`config.mk`:
```
export PLATFORM = sky130hd
export DESIGN_NAME = uart_tx_arbiter_flat
export DESIGN_NICKNAME = d
export VERILOG_FILES = /design/src/rtl/uart_tx_arbiter_if.sv /design/src/rtl/uart_tx_arbiter.sv /design/src/flat_wrapper.sv
export SDC_FILE = /design/constraint.sdc
export NUM_CORES = 1
export LEC_CHECK = 0
export BUFFER_PORTS_ARGS = -buffer_cell sky130_fd_sc_hd__buf_2
export CAP_MARGIN = 20
export CORE_MARGIN = 4
export CORE_UTILIZATION = 45
export CTS_BUF_LIST = sky130_fd_sc_hd__clkbuf_8 sky130_fd_sc_hd__clkbuf_16
export DETAILED_ROUTE_END_ITERATION = 8
export HOLD_SLACK_MARGIN = 0.05
export MAX_ROUTING_LAYER = met4
export PLACE_DENSITY = 0.72
export SETUP_SLACK_MARGIN = 0.1
export SLEW_MARGIN = 30
export SYNTH_ARGS = -nofsm -noshare
export SYNTH_HDL_FRONTEND = slang
export SYNTH_SLANG_ARGS = --single-unit
```
`constraint.sdc`:
```
create_clock -name i_clk -period 5.1 [get_ports i_clk]
set_input_delay 0.765 -clock i_clk [delete_from_list [all_inputs] [get_ports i_clk]]
set_output_delay 0.765 -clock i_clk [all_outputs]
set_load 0.01 [all_outputs]
```
`src/rtl/uart_tx_arbiter_if.sv`:
```
// Handshake bundle between byte producers, the round-robin UART TX arbiter and the shared transmitter.
// The arbiter connects through the slave modport; client logic and the transmitter use the master side.
interface uart_tx_arbiter_if #(
    parameter int NUM_REQ = 4
);
    localparam int ID_W = $clog2(NUM_REQ);

    logic [NUM_REQ-1:0]   i_req_valid;
    logic [NUM_REQ*8-1:0] i_req_data;
    logic [NUM_REQ-1:0]   o_req_ready;
    logic [ID_W-1:0]      o_grant_id;
    logic                 i_peer_busy;
    logic                 o_tx_start;
    logic [7:0]           o_tx_data;
    logic                 i_tx_done;
    logic                 o_busy;
    logic                 o_timeout;

    modport slave (
        input  i_req_valid, i_req_data, i_peer_busy, i_tx_done,
        output o_req_ready, o_grant_id, o_tx_start, o_tx_data, o_busy, o_timeout
    );

    modport master (
        output i_req_valid, i_req_data, i_peer_busy, i_tx_done,
        input  o_req_ready, o_grant_id, o_tx_start, o_tx_data, o_busy, o_timeout
    );
endinterface

```
`src/rtl/uart_tx_arbiter.sv`:
```
// Round-robin scheduler sharing one UART transmitter among NUM_REQ byte producers,
// with a one-cycle start pulse, done-pulse completion and an optional completion timeout.
module uart_tx_arbiter #(
    parameter int NUM_REQ        = 4,
    parameter int TIMEOUT_CYCLES = 20000
) (
    input  logic             i_clk,
    input  logic             i_aresetn,
    uart_tx_arbiter_if.slave bus
);
    localparam int ID_W   = $clog2(NUM_REQ);
    localparam int CNT_W  = (TIMEOUT_CYCLES > 0) ? $clog2(TIMEOUT_CYCLES + 1) : 1;
    localparam int TERM_I = (TIMEOUT_CYCLES > 0) ? TIMEOUT_CYCLES - 1 : 0;
    localparam logic                TO_EN    = (TIMEOUT_CYCLES > 0) ? 1'b1 : 1'b0;
    localparam logic [CNT_W-1:0]    TERM_CNT = CNT_W'(TERM_I);
    localparam logic [CNT_W-1:0]    CNT_MAX  = {CNT_W{1'b1}};
    localparam logic [ID_W-1:0]     PTR_RST  = ID_W'(NUM_REQ - 1);
    localparam logic [NUM_REQ-1:0]  ONE_HOT0 = {{(NUM_REQ-1){1'b0}}, 1'b1};

    typedef enum logic [1:0] {
        ST_IDLE  = 2'd0,
        ST_GRANT = 2'd1,
        ST_START = 2'd2,
        ST_WAIT  = 2'd3
    } state_t;

    state_t             state_r,   state_s;
    logic [ID_W-1:0]    ptr_r,     ptr_s;
    logic [CNT_W-1:0]   cnt_r,     cnt_s;
    logic [NUM_REQ-1:0] ready_r,   ready_s;
    logic [ID_W-1:0]    grant_r,   grant_s;
    logic               start_r,   start_s;
    logic [7:0]         data_r,    data_s;
    logic               busy_r,    busy_s;
    logic               timeout_r, timeout_s;

    logic               found_s;
    logic [ID_W-1:0]    winner_s;
    logic [7:0]         winner_data_s;
    logic               term_s;

    // Round-robin search: first valid requester after the pointer, modulo NUM_REQ
    always_comb begin
        found_s       = 1'b0;
        winner_s      = ptr_r;
        winner_data_s = 8'h00;
        for (int i = 1; i <= NUM_REQ; i++) begin
            if (!found_s && bus.i_req_valid[(int'(ptr_r) + i) % NUM_REQ]) begin
                found_s       = 1'b1;
                winner_s      = ID_W'((int'(ptr_r) + i) % NUM_REQ);
                winner_data_s = bus.i_req_data[((int'(ptr_r) + i) % NUM_REQ) * 8 +: 8];
            end else begin
                found_s = found_s;
            end
        end
    end

    // Next state and next values of every registered output
    always_comb begin
        state_s   = state_r;
        ptr_s     = ptr_r;
        cnt_s     = cnt_r;
        ready_s   = {NUM_REQ{1'b0}};
        grant_s   = grant_r;
        start_s   = 1'b0;
        data_s    = data_r;
        timeout_s = 1'b0;
        busy_s    = 1'b0;
        term_s    = TO_EN && (cnt_r == TERM_CNT);
        case (state_r)
            ST_IDLE: begin
                if (!bus.i_peer_busy && found_s) begin
                    state_s = ST_GRANT;
                    ready_s = ONE_HOT0 << winner_s;
                    grant_s = winner_s;
                    ptr_s   = winner_s;
                    data_s  = winner_data_s;
                end else begin
                    state_s = ST_IDLE;
                end
            end
            ST_GRANT: begin
                state_s = ST_START;
                start_s = 1'b1;
            end
            ST_START: begin
                state_s = ST_WAIT;
                cnt_s   = {CNT_W{1'b0}};
            end
            ST_WAIT: begin
                // done has priority over a terminal count in the same cycle
                if (bus.i_tx_done) begin
                    state_s = ST_IDLE;
                end else if (term_s) begin
                    state_s   = ST_IDLE;
                    timeout_s = 1'b1;
                end else begin
                    state_s = ST_WAIT;
                    if (cnt_r != CNT_MAX) begin
                        cnt_s = cnt_r + {{(CNT_W-1){1'b0}}, 1'b1};
                    end else begin
                        cnt_s = cnt_r;
                    end
                end
            end
            default: begin
                state_s = ST_IDLE;
            end
        endcase
        busy_s = (state_s != ST_IDLE);
    end

    // State, pointer, counter and output registers
    always_ff @(posedge i_clk or negedge i_aresetn) begin
        if (!i_aresetn) begin
            state_r   <= ST_IDLE;
            ptr_r     <= PTR_RST;
            cnt_r     <= {CNT_W{1'b0}};
            ready_r   <= {NUM_REQ{1'b0}};
            grant_r   <= {ID_W{1'b0}};
            start_r   <= 1'b0;
            data_r    <= 8'h00;
            busy_r    <= 1'b0;
            timeout_r <= 1'b0;
        end else begin
            state_r   <= state_s;
            ptr_r     <= ptr_s;
            cnt_r     <= cnt_s;
            ready_r   <= ready_s;
            grant_r   <= grant_s;
            start_r   <= start_s;
            data_r    <= data_s;
            busy_r    <= busy_s;
            timeout_r <= timeout_s;
        end
    end

    assign bus.o_req_ready = ready_r;
    assign bus.o_grant_id  = grant_r;
    assign bus.o_tx_start  = start_r;
    assign bus.o_tx_data   = data_r;
    assign bus.o_busy      = busy_r;
    assign bus.o_timeout   = timeout_r;
endmodule

```
`src/flat_wrapper.sv`:
```
// flat-port wrapper written by rule: the top's interface ports become plain ports
module uart_tx_arbiter_flat 
#(
    parameter int NUM_REQ        = 4,
    parameter int TIMEOUT_CYCLES = 20000
)
  (i_clk, i_aresetn, bus_i_req_valid, bus_i_req_data, bus_i_peer_busy, bus_i_tx_done, bus_o_req_ready, bus_o_grant_id, bus_o_tx_start, bus_o_tx_data, bus_o_busy, bus_o_timeout);
  uart_tx_arbiter_if #(.NUM_REQ(NUM_REQ)) bus_i ();
  input  logic i_clk;
  input  logic i_aresetn;
  input wire logic [$bits(bus_i.i_req_valid)-1:0] bus_i_req_valid;
  input wire logic [$bits(bus_i.i_req_data)-1:0] bus_i_req_data;
  input wire logic [$bits(bus_i.i_peer_busy)-1:0] bus_i_peer_busy;
  input wire logic [$bits(bus_i.i_tx_done)-1:0] bus_i_tx_done;
  output wire logic [$bits(bus_i.o_req_ready)-1:0] bus_o_req_ready;
  output wire logic [$bits(bus_i.o_grant_id)-1:0] bus_o_grant_id;
  output wire logic [$bits(bus_i.o_tx_start)-1:0] bus_o_tx_start;
  output wire logic [$bits(bus_i.o_tx_data)-1:0] bus_o_tx_data;
  output wire logic [$bits(bus_i.o_busy)-1:0] bus_o_busy;
  output wire logic [$bits(bus_i.o_timeout)-1:0] bus_o_timeout;
  assign bus_i.i_req_valid = bus_i_req_valid;
  assign bus_i.i_req_data = bus_i_req_data;
  assign bus_i.i_peer_busy = bus_i_peer_busy;
  assign bus_i.i_tx_done = bus_i_tx_done;
  assign bus_o_req_ready = bus_i.o_req_ready;
  assign bus_o_grant_id = bus_i.o_grant_id;
  assign bus_o_tx_start = bus_i.o_tx_start;
  assign bus_o_tx_data = bus_i.o_tx_data;
  assign bus_o_busy = bus_i.o_busy;
  assign bus_o_timeout = bus_i.o_timeout;
  uart_tx_arbiter #(.NUM_REQ(NUM_REQ), .TIMEOUT_CYCLES(TIMEOUT_CYCLES)) u_core (.i_clk(i_clk), .i_aresetn(i_aresetn), .bus(bus_i));
endmodule
```
After elaboration in Yosys (flattened, before gate mapping). Cells that the tools add are included.

Register bits after elaboration: 36. Word-level logic and storage cells: 90. Bits of input ports: 40.

Multiplexer cells: 38. Reduce and logical (&&, ||, !) cells: 17. Shifts and indexed selects: 5. Eq/ne operators: 8. $add $sub $neg: 5. Magnitude comparators: 4. Bitwise operators: 4.

Operator list (count): $shiftx A32 B6 Y8 (4); $mux W15 (3); $mux W8 (4); $pmux W15 S2 (1); $mux W1 (17); $lt A3 B4 Y1 const B (4); $add A15 B1 Y15 const B (1); $eq A15 B15 Y1 const B (1); $ne A15 B15 Y1 const B (1); $mux W2 (6); $bmux W1 S2 (4); $mux W4 (2); $pmux W2 S4 (1); $reduce_or A2 Y1 (4); $add A2 B1 Y2 const B (2); $add A2 B2 Y2 const B (2); $and A1 B1 Y1 const A (4); $eq A2 B2 Y1 const B (2); $logic_and A1 B1 Y1 (4); $logic_not A1 Y1 (4); $ne A2 B2 Y1 const B (2); $reduce_and A4 Y1 (1); $reduce_bool A2 Y1 (2); $shl A1 B2 Y4 const A (1); other kinds (4) (4).

Longest topological paths before layout. Gate-level depths: netlist of run 1.

Depth in word-level cells: 20. Gate-level depth with buffers: 7. Mapped depth without buffers: 6.

Worst setup path after synthesis of run 1. No wires, ideal clock.

Path type: input-to-reg. From: input port bus_i_req_valid[0]. To: register u_core.data_r[6], in the netlist u_core.bus.o_tx_data[6]. Buffers on the path: 1. Cell stages on the path: 6. Path slack: 3063 ps. Library setup time: 129 ps. Data arrival time: 1909 ps. Required time: 4971 ps. Cells stage by stage: buf_2 > o21ai_0 > a32oi_1 > o22ai_1 > nor4_1 > o31ai_1.

Longest elaborated chain between the ends: 15. Elaborated cells on any way between the ends: 28. Classes of those cells: mux (20); reduce/logical (8).

RTL lines: start, declared (line flat_wrapper.sv:11) `input wire logic [$bits(bus_i.i_req_valid)-1:0] bus_i_req_valid;`; $bmux W1 S2 (line uart_tx_arbiter.sv:48) `if (!found_s && bus.i_req_valid[(int'(ptr_r) + i) % NUM_REQ]) begin`; $mux W1 (not written as such) (2 in series) (line uart_tx_arbiter.sv:48); $mux W1 (line uart_tx_arbiter.sv:48); $logic_not A1 Y1 (line uart_tx_arbiter.sv:48); $logic_and A1 B1 Y1 (line uart_tx_arbiter.sv:48); $mux W1 (line uart_tx_arbiter.sv:48); $logic_not A1 Y1 (line uart_tx_arbiter.sv:48); $logic_and A1 B1 Y1 (line uart_tx_arbiter.sv:48); $mux W1 (line uart_tx_arbiter.sv:48); $logic_not A1 Y1 (line uart_tx_arbiter.sv:48); $logic_and A1 B1 Y1 (line uart_tx_arbiter.sv:48); $mux W1 (line uart_tx_arbiter.sv:48); $logic_and A1 B1 Y1 (line uart_tx_arbiter.sv:72) `if (!bus.i_peer_busy && found_s) begin`; $reduce_and A2 Y1 (no line); end signal, assigned (line uart_tx_arbiter.sv:132) `data_r <= data_s;`; end, declared (line uart_tx_arbiter.sv:33) `logic [7:0] data_r, data_s;`.

Parallel ways exist; a longest one is shown, timed or not. The select of a mux whose other input is x is not followed. A chain may end at the register's enable or synchronous reset.

Worst setup path after layout of run 1.
From: register u_core.ptr_r[1]. To: register u_core.data_r[6], in the netlist u_core.bus.o_tx_data[6].

Longest elaborated chain between the ends: 16. Elaborated cells on any way between the ends: 44. Classes of those cells: add/sub (4); shift (4); mux (20); bitwise (4); reduce/logical (12).

RTL lines: start, declared (line uart_tx_arbiter.sv:28) `logic [ID_W-1:0] ptr_r, ptr_s;`; start signal, assigned (line uart_tx_arbiter.sv:127) `ptr_r <= ptr_s;`; $add A2 B1 Y2 (line uart_tx_arbiter.sv:48, uart_tx_arbiter.sv:51); $bmux W1 S2 (line uart_tx_arbiter.sv:48); $mux W1 (not written as such) (2 in series) (line uart_tx_arbiter.sv:48); $mux W1 (line uart_tx_arbiter.sv:48); $logic_not A1 Y1 (line uart_tx_arbiter.sv:48); $logic_and A1 B1 Y1 (line uart_tx_arbiter.sv:48); $mux W1 (line uart_tx_arbiter.sv:48); $logic_not A1 Y1 (line uart_tx_arbiter.sv:48); $logic_and A1 B1 Y1 (line uart_tx_arbiter.sv:48); $mux W1 (line uart_tx_arbiter.sv:48); $logic_not A1 Y1 (line uart_tx_arbiter.sv:48); $logic_and A1 B1 Y1 (line uart_tx_arbiter.sv:48); $mux W1 (line uart_tx_arbiter.sv:48); $logic_and A1 B1 Y1 (line uart_tx_arbiter.sv:72); $reduce_and A2 Y1 (no line).

Parallel ways exist; a longest one is shown, timed or not. The select of a mux whose other input is x is not followed.

==> results of run 1 <==
-- report_power, final --
group | switching, mW | internal [mW] | leakage (nW) | total, mW
logic | 0.282 | 0.294 | 0.845 | 0.576
registers | 0.167 | 0.363 | 0.471 | 0.529
clock network | 0.104 | 0.121 | 0.0503 | 0.225
-- per-layer routing --
layer  global-route usage (%)  up-vias
li1                         -     1193
met3                     3.75        8
met1                     27.6     1176
met4                     5.76        0
met5                        -        -
met2                     30.5       99
-- kinds of logic after synthesis --
group           count (synthesis)
compound gates                 66
xor+xnor                        3
fa+ha+maj                       1
buf+inv                        25
flops                          36
mux                            41
simple gates                  119
-- sequential cells by signal (all words and copies together), names as in the netlist --
register and flops:
u_core.bus.o_tx_data 8, u_core.ptr_r 2, u_core.bus.o_busy 1, u_core.bus.o_grant_id 2
u_core.state_r 2, u_core.bus.o_timeout 1, u_core.bus.o_req_ready 4, u_core.bus.o_tx_start 1
u_core.cnt_r 15
-- worst max-delay path, stage by stage (launching register included) --
cell and delay, ps:
dfstp_2 1140, o21ai_0 210, a32oi_1 640, o22ai_1 180
nor4_1 290, o31ai_1 110
-- final cells by class --
class / instances / area, um^2
Multi-Input combinational cell: 230 / 1680
Timing Repair Buffer: 56 / 280
Sequential cell: 36 / 903
Inverter: 6 / 22.5
Tap cell: 72 / 90.1
Clock buffer: 7 / 96.3
Fill cell: 544 / 2610
-- through the flow --
stage	total power, mW	setup WS (ps)	util (%)	instances
final	1.33	2370	54.1	407
after global routing	1.43	2070	54.1	407
after CTS	1.33	2330	54.1	407
after detailed placement	1.10	2390	52.4	400
after global placement	1.08	2400	52.4	400
after floorplan	0.960	3060	-	291
-- Yosys cell counts (all sizes together) (4+ instances only) --
library cell  instances  area share, %
dfrtp                34             31
mux2i                32             12
nor2                 30            4.4
nand2                27            3.7
a21oi                18            3.3
buf                  14            3.1
nor4                 11            2.5
o21ai                10            2.1
o31ai                 9            2.5
mux4                  8            6.7
o22ai                 8            1.8
nor2b                 7            1.6
and4                  6            1.9
inv                   6           0.83
nand3                 6            1.1
clkbuf                5           0.69
nand2b                4           0.92
nand4                 4           0.92
-- path summary, 6_finish.rpt --
kind                                          from                  endpoint  slack [ps]  depth (start not counted)
min in group asynchronous                i_aresetn         u_core.state_r[1]         570                          1
setup reg to reg                   u_core.ptr_r[1]   u_core.bus.o_tx_data[6]        2370                          5
hold / removal             u_core.bus.o_tx_data[6]   u_core.bus.o_tx_data[6]         490                          2
hold reg to reg            u_core.bus.o_tx_data[6]   u_core.bus.o_tx_data[6]         490                          2
setup / recovery                   u_core.ptr_r[1]   u_core.bus.o_tx_data[6]        2370                          5
max in group asynchronous                i_aresetn  u_core.bus.o_grant_id[0]        4000                          1
==> impl_metrics.toml, run 1 <==
[cts]
cts_tree = "done"
ctsResizeCount = 0
holdBufCountCts = 0
clk_latency_ps = 290
clock_path_buffers = 2
path_clk_slew_ps = 70
htreeDepth = 2
post_cts_buffers = 0
cts_made_buffers = 5
root_buffer = "clkbuf_8"
cts.sinks = 36

[power]
p_per_area_nw_per_um2 = 433
leakage_nw = 1.37
ir_drop_v = 0.000364

[outcome]
status = "complete, no violations"

[yosys]
synth-edff-count = 0
synthMuxAreaShare_pct = 18.9
synth_compound_area_share_pct = 17.1
syn_nets = 332
ys.flop_type = "dfrtp_1"
synthCells = 291
synth_seq_cells = 36
async_flop_share_pct = 100
yosysUniqueCellTypes = 55
postSynthAreaPerCell_um2 = 9.30
synthAdderAreaFrac_pct = 0.462
synth_top_family_by_area = "simple AND/OR/NAND/NOR gates"
synth_area_um2 = 2710
synthXorXnorAreaFrac_pct = 0.971
ys_warn_count = 0
synth_simple_gate_area_share_pct = 24.5
yosysSeqAreaShare_pct = 33.4

[routing]
routed_via_density = 6.08
drc = 0
wl_met3_um = 452
postRouteAntennaNets = 0
wirelength_um = 6950
drt_iter0_markers = 253
first_pass_iters = 4
met1_length_um = 3090
wl_met2_um = 3330
num_vias = 2476
top_layer = "met4"
routedWlPerCell_um = 17.1

[floorplanning]
die-area_um2 = 7320
die_w_um = 85.6
io_pins = 57
row_count = 27
die_h_um = 85.6
coreArea_um2 = 5680
start_util_pct = 47.7

[final_layout]
final_cell_mix = "buf_2 (56), dfrtp_1 (34), mux2i_1 (32)"
layout.cells.most_common = "buf_2"
finalNetCount = 376
antenna_cells = 0
layout-drive-gt1-share_pct = 25.1
syn_to_final_growth_pct = 13.5
stdcell_area_um2 = 3070

[timing]
rsz0062_at_grt = "no"
slew_headroom_pct = 39.1
fmaxAchievable_mhz = 366
final_min_period_over_clock_period_pct = 53.5
hold_ws_ps = 486
finalHoldViolations = 0
drv_slew = 0
setup_tns_ps = 0
finalSetupViolations = 0
worst-slew-pin-transition_ps = 914
skew_ps = 11.9
post-route-min-period_ps = 2730

[global_route]
grt_overflow_total = 0
antenna_found_initial = 0
first_global_vias = 2429
grt_max_degree = 39
grt_use_total_pct = 20.1
grt_pass1_wl_um = 11700

[critical_path]
worstPathArrival_ps = 2860
cp.required_ps = 5230
path_class = "flip-flop to flip-flop"
startpoint_type = "flip-flop"
crit_path_max_fanout = 38
end_kind = "flip-flop"

[flow_run]
max_cap_viol_count = 0

[min_path]
worstHoldPathType = "flip-flop to flip-flop"

[placed_design]
gp_congestion = 0.867
port_buffers = 56
dp_hpwl_um = 4800
place_area_um2 = 2970
Power figures use the tool's default switching activity.
==> inputs of run 2 (changes only) <==
==> constraint.sdc (replaced) <==
create_clock -name i_clk -period 2.75 [get_ports i_clk]
set_input_delay 0.4125 -clock i_clk [delete_from_list [all_inputs] [get_ports i_clk]]
set_output_delay 0.4125 -clock i_clk [all_outputs]
set_load 0.01 [all_outputs]
==> run 2 against run 1 <==
Sequential share of layout area fell by 0.18 points. Register-to-register slack worse by 1700 ps. Worst setup slack got worse by 1700 ps. Cell count grew 0.98%. Sequential cell count stayed put. Via count up 0.28%. Critical path type unchanged. Sequential power is 55% higher. Die area unchanged. Clock skew decreased by 3.2 ps. Wire length shrank 8.2%.
==> impl_metrics.toml, run 2 (synthesized netlist as in run 1, its figures left out) <==
[cts]
root_buffer = "clkbuf_8"
cts_made_buffers = 5
cts_tree = "done"
cts.sinks = 36
holdBufCountCts = 0
ctsResizeCount = 0
path_clk_slew_ps = 80
post_cts_buffers = 0
clk_latency_ps = 290
clock_path_buffers = 2
htreeDepth = 2

[critical_path]
end_kind = "flip-flop"
critPathSlowestCell = "dfstp_2"
r2r_slack_ps = 650
slowest_delay_ps = 640
crit_path_max_fanout = 27
worstPathArrival_ps = 2240
path_class = "flip-flop to flip-flop"
cp.required_ps = 2890
crit_chain = "buf_4, nor3b_1, a21oi_1, o21ai_2, nor4_1, o31ai_1"
startpoint_type = "flip-flop"

[timing]
finalWorstSetupSlack_ps = 651
hold_ws_ps = 191
skew_ps = 8.61
rsz0062_at_grt = "no"
fmaxAchievable_mhz = 476
finalHoldViolations = 0
setup_tns_ps = 0
finalSetupViolations = 0
slew_headroom_pct = 49.0
final_min_period_over_clock_period_pct = 76.3
worst-slew-pin-transition_ps = 765
post-route-min-period_ps = 2100
drv_slew = 0

[final_layout]
antenna_cells = 0
largest_reg_flops = 15
final_cell_mix = "buf_2 (56), dfrtp_1 (34), mux2i_1 (32)"
finalNetCount = 379
syn_to_final_growth_pct = 14.1
top_register = "u_core.cnt_r"
layout.cells.most_common = "buf_2"
finalCoreUtilization_pct = 54.4
layout-drive-gt1-share_pct = 26.0

[floorplanning]
row_count = 27
start_util_pct = 47.7
io_pins = 57
die_w_um = 85.6
die_h_um = 85.6
coreArea_um2 = 5680
die-area_um2 = 7320

[routing]
drc = 0
drt_iter0_markers = 92
wirelength_um = 6380
num_vias = 2483
postRouteAntennaNets = 0
first_pass_iters = 4
routedWlPerCell_um = 15.5
routed_via_density = 6.04

[placed_design]
dp_hpwl_um = 4890
gp_congestion = 0.903
dp_slack_ps = 652
port_buffers = 56

[power]
ir_drop_v = 0.000566
p_total_mw = 2.43
p_per_area_nw_per_um2 = 786
leakage_nw = 1.38

[global_route]
grt_max_degree = 37
antenna_found_initial = 0
grt_use_total_pct = 18.3
first_global_vias = 2317
grt_overflow_total = 0
grt_pass1_wl_um = 10700

[outcome]
status = "complete, no violations"

[flow_run]
max_cap_viol_count = 0

[min_path]
worstHoldPathType = "input pin to async pin"
[run 2: changes by cell type in the layout (fill, tap and decap cells not counted)]
cell	before	now
clkinv_2	0	2
buf_4	0	3
clkbuf_8	7	6
[run 2: cell type report]
type                    instances  area [um^2]
fillers                       546         2590
multi-input cells             230         1680
flip-flops and latches         36          903
repair buffers                 59          303
well taps                      72         90.1
clock buffers                   6         82.6
inverters                       6         22.5
clock inverters                 2         10.0
[run 2: per-stage QoR]
step | instance area [um^2] | std cells
2_1_floorplan | 2710 | 291
3_3_place_gp | 3000 | 403
3_5_place_dp | 3000 | 403
4_1_cts | 3090 | 411
5_1_grt | 3090 | 411
6_report | 3090 | 411
[run 2: final timing paths]
path | depth (start not counted) | startpoint | to
setup / recovery | 6 | u_core.ptr_r[0] | u_core.bus.o_tx_data[3]
hold / removal | 1 | i_aresetn | u_core.bus.o_timeout
setup reg to reg | 6 | u_core.ptr_r[0] | u_core.bus.o_tx_data[3]
hold reg to reg | 2 | u_core.bus.o_grant_id[1] | u_core.bus.o_grant_id[1]
max in group asynchronous | 1 | i_aresetn | u_core.bus.o_req_ready[2]
min in group i_clk | 2 | bus_i_tx_done | u_core.bus.o_timeout
[run 2: per-layer routing]
| metal | vias up | global-route usage (%) | routed length (um) |
|---|---|---|---|
| met2 | 68 | 29.0 | 3110 |
| met1 | 1197 | 23.9 | 2850 |
| met5 | - | - | 0 |
| li1 | 1207 | - | - |
| met3 | 11 | 4.42 | 330 |
| met4 | 0 | 4.46 | 89 |
[run 2: power breakdown]
part | total (mW) | switching (mW) | internal (mW) | leakage, nW
sequential | 0.822 | 0.152 | 0.670 | 0.471
clock | 0.388 | 0.188 | 0.200 | 0.0510
combinational | 1.22 | 0.659 | 0.561 | 0.859
[run 2: critical path, delay by kind of cell (launching register included)]
family | cells | cell delay (ps)
simple gates | 2 | 410
flops | 1 | 640
compound gates | 3 | 500
buf+inv | 1 | 400
==> inputs of run 3 (changes only) <==
--- a/config.mk
+++ b/config.mk
@@ -13,7 +13,7 @@
 export DETAILED_ROUTE_END_ITERATION = 8
 export HOLD_SLACK_MARGIN = 0.05
 export MAX_ROUTING_LAYER = met4
-export PLACE_DENSITY = 0.72
+export PLACE_DENSITY = 0.74
 export SETUP_SLACK_MARGIN = 0.1
 export SLEW_MARGIN = 30
 export SYNTH_ARGS = -nofsm -noshare
==> constraint.sdc (replaced) <==
create_clock -name i_clk -period 1.7 [get_ports i_clk]
set_input_delay 0.255 -clock i_clk [delete_from_list [all_inputs] [get_ports i_clk]]
set_output_delay 0.255 -clock i_clk [all_outputs]
set_load 0.01 [all_outputs]
==> run 3 against run 2 <==
The flow now finishes with violations (setup timing). Non-clock buffer count rose by 55. Sequential power rose by 48%. Maximum frequency rose by 16%. Worst setup slack got worse by 760 ps. Via count rose by 15%. Combinational power rose to 2.6 times the previous value. Clock power rose by 75%. Global-route usage rose by 5.5 points. Core utilization rose by 16 points. Highest routed layer unchanged.
==> impl_metrics.toml, run 3 (synthesized netlist as in run 1, its figures left out) <==
[outcome]
status = "complete, but fails checks"
violations = "setup timing"

[power]
ir_drop_v = 0.000757
power_frac_comb_pct = 62.8
switching_share_pct = 40.5
clockPowerShare_pct = 13.3
p_per_area_nw_per_um2 = 1270
p_total_mw = 5.10
intPower_mw = 3.04
leakage_nw = 1.74
p_sw_mw = 2.06
p_seq_share_pct = 23.9

[min_path]
worstHoldPathType = "input pin to flip-flop"
holdPathEnd = "u_core.bus.o_timeout"
worstHoldPathCells = 2
hold_start = "bus_i_tx_done"

[cts]
clock_path_buffers = 2
cts_tree = "done"
root_buffer = "clkbuf_8"
htreeDepth = 2
path_clk_slew_ps = 90
clk_latency_ps = 300
cts.sinks = 36
cts_made_buffers = 5

[critical_path]
r2r_end = "u_core.cnt_r[2]"
path_class = "flip-flop to flip-flop"
cp.required_ps = 1880
slowest_delay_ps = 400
critPathSlowestCell = "dfrtp_1"
path_buf_inv = 1
startpoint_type = "flip-flop"
cp_num_cells = 7
r2r.worst_path.cells = 7
end_kind = "flip-flop"
worstPathArrival_ps = 1990
critPathTopFamily = "compound AO/OA/AOI/OAI gates"
crit_path_max_fanout = 5
r2r-start = "u_core.cnt_r[0]"
crit_chain = "ha_2, and3_4, a41o_4, buf_12, nor2_4, nand2_1, a311o_1"
r2r_slack_ps = -110

[routing]
routed_via_density = 6.14
first_pass_iters = 4
num_vias = 2860
drc = 0
wirelength_um = 8500
drt_iter0_markers = 179
postRouteAntennaNets = 0
routedWlPerCell_um = 18.2

[global_route]
first_global_vias = 2961
grt_pass1_wl_um = 13800
grt_use_total_pct = 23.9
grt_max_degree = 37
antenna_found_initial = 0
grt_overflow_total = 0

[final_layout]
fill_cells = 386
layout.cells.most_common = "buf_2"
finalNetCount = 434
layout-drive-gt1-share_pct = 50.0
antenna_cells = 0
largest_reg_flops = 15
final_cell_mix = "buf_2 (56), buf_4 (39), dfrtp_1 (33)"
top_register = "u_core.cnt_r"
multi_input_area_um2 = 2030
syn_to_final_growth_pct = 47.9
seqCellArea_um2 = 905

[floorplanning]
coreArea_um2 = 5680
row_count = 27
io_pins = 57
start_util_pct = 47.7
die-area_um2 = 7320
die_w_um = 85.6
die_h_um = 85.6

[timing]
finalHoldViolations = 0
worst-slew-pin-transition_ps = 747
finalSetupViolations = 18
post-route-min-period_ps = 1810
drv_slew = 0
fmaxAchievable_mhz = 554
finalWorstSetupSlack_ps = -106
hold_ws_ps = 197
slew_headroom_pct = 50.1
skew_ps = 8.43
rsz0062_at_grt = "yes"
final_min_period_over_clock_period_pct = 106

[placed_design]
gp_congestion = 0.884
port_buffers = 56
dp_hpwl_um = 5390

[flow_run]
max_cap_viol_count = 0
[run 3: cell count changes in the layout (fill, tap and decap cells not counted), moves of 7 or more]
cell,previous run,this run
buf_4,3,39
buf_12,0,8
buf_6,0,10
nor4_2,0,7
a21oi_1,18,11
o21ai_0,7,0
a21oi_2,0,7
nor4_1,11,2
[run 3: cell type report]
type	count	share of cell area, %
inverter	6	0.563
clock inverter	2	0.375
clock buffer	6	2.06
multi-input combinational	230	50.8
sequential	36	22.6
timing repair buffer	114	21.4
tap	72	2.25
[run 3: worst max-delay path by stage]
stage	endpoint	startpoint	slack (ps)
floorplan	u_core.cnt_r[2]	u_core.cnt_r[1]	30
global placement	u_core.bus.o_tx_data[1]	u_core.ptr_r[1]	-10
detailed placement	u_core.bus.o_tx_data[1]	u_core.ptr_r[1]	-60
CTS	u_core.cnt_r[2]	u_core.cnt_r[0]	-40
global route	u_core.cnt_r[6]	u_core.cnt_r[1]	-170
finish	u_core.cnt_r[2]	u_core.cnt_r[0]	-110
[run 3: power by group through the flow]
stage	combinational, mW	clock [mW]	sequential [mW]
2_1_floorplan	1.80	0	1.27
3_3_place_gp	2.50	0	1.24
3_5_place_dp	2.56	0	1.24
4_1_cts	3.02	0.674	1.21
5_1_grt	3.44	0.727	1.25
6_report	3.20	0.679	1.22
[run 3: timing repair]
| action | in CTS | in global routing |
|---|---|---|
| hold endpoints to repair | 34 | 0 |
| gates resized for setup | 35 | 34 |
| pin swaps | 26 | 29 |
| hold buffers | 1 | 0 |
| setup buffers | 16 | 7 |
| setup endpoints to repair | 22 | 30 |
[run 3: per-layer routing]
metal	GRT usage [%]	wire (um)
met5	-	0
met4	8.78	293
met3	4.03	498
met2	40.9	4420
met1	28.1	3290
[run 3: through the flow]
| step | TNS [ps] | worst slack [ps] | area, um^2 | instances | utilization (%) |
|---|---|---|---|---|---|
| 4_1_cts | -239 | -37.4 | 3790 | 459 | 66.7 |
| 5_1_grt | -2270 | -170 | 4000 | 466 | 70.5 |
| 3_3_place_gp | -20.9 | -13.7 | 3380 | 434 | 59.5 |
| 3_5_place_dp | -411 | -65.0 | 3380 | 434 | 59.5 |
| 2_1_floorplan | 0 | 35.0 | 2840 | 291 | - |
| 6_report | -765 | -106 | 4000 | 466 | 70.5 |
[run 3: worst register-to-register path, cell delays in order, from the launching register on]
cell and delay (ps):
dfrtp_1 400, ha_2 180, and3_4 190, a41o_4 260, buf_12 140, nor2_4 150, nand2_1 90, a311o_1 270
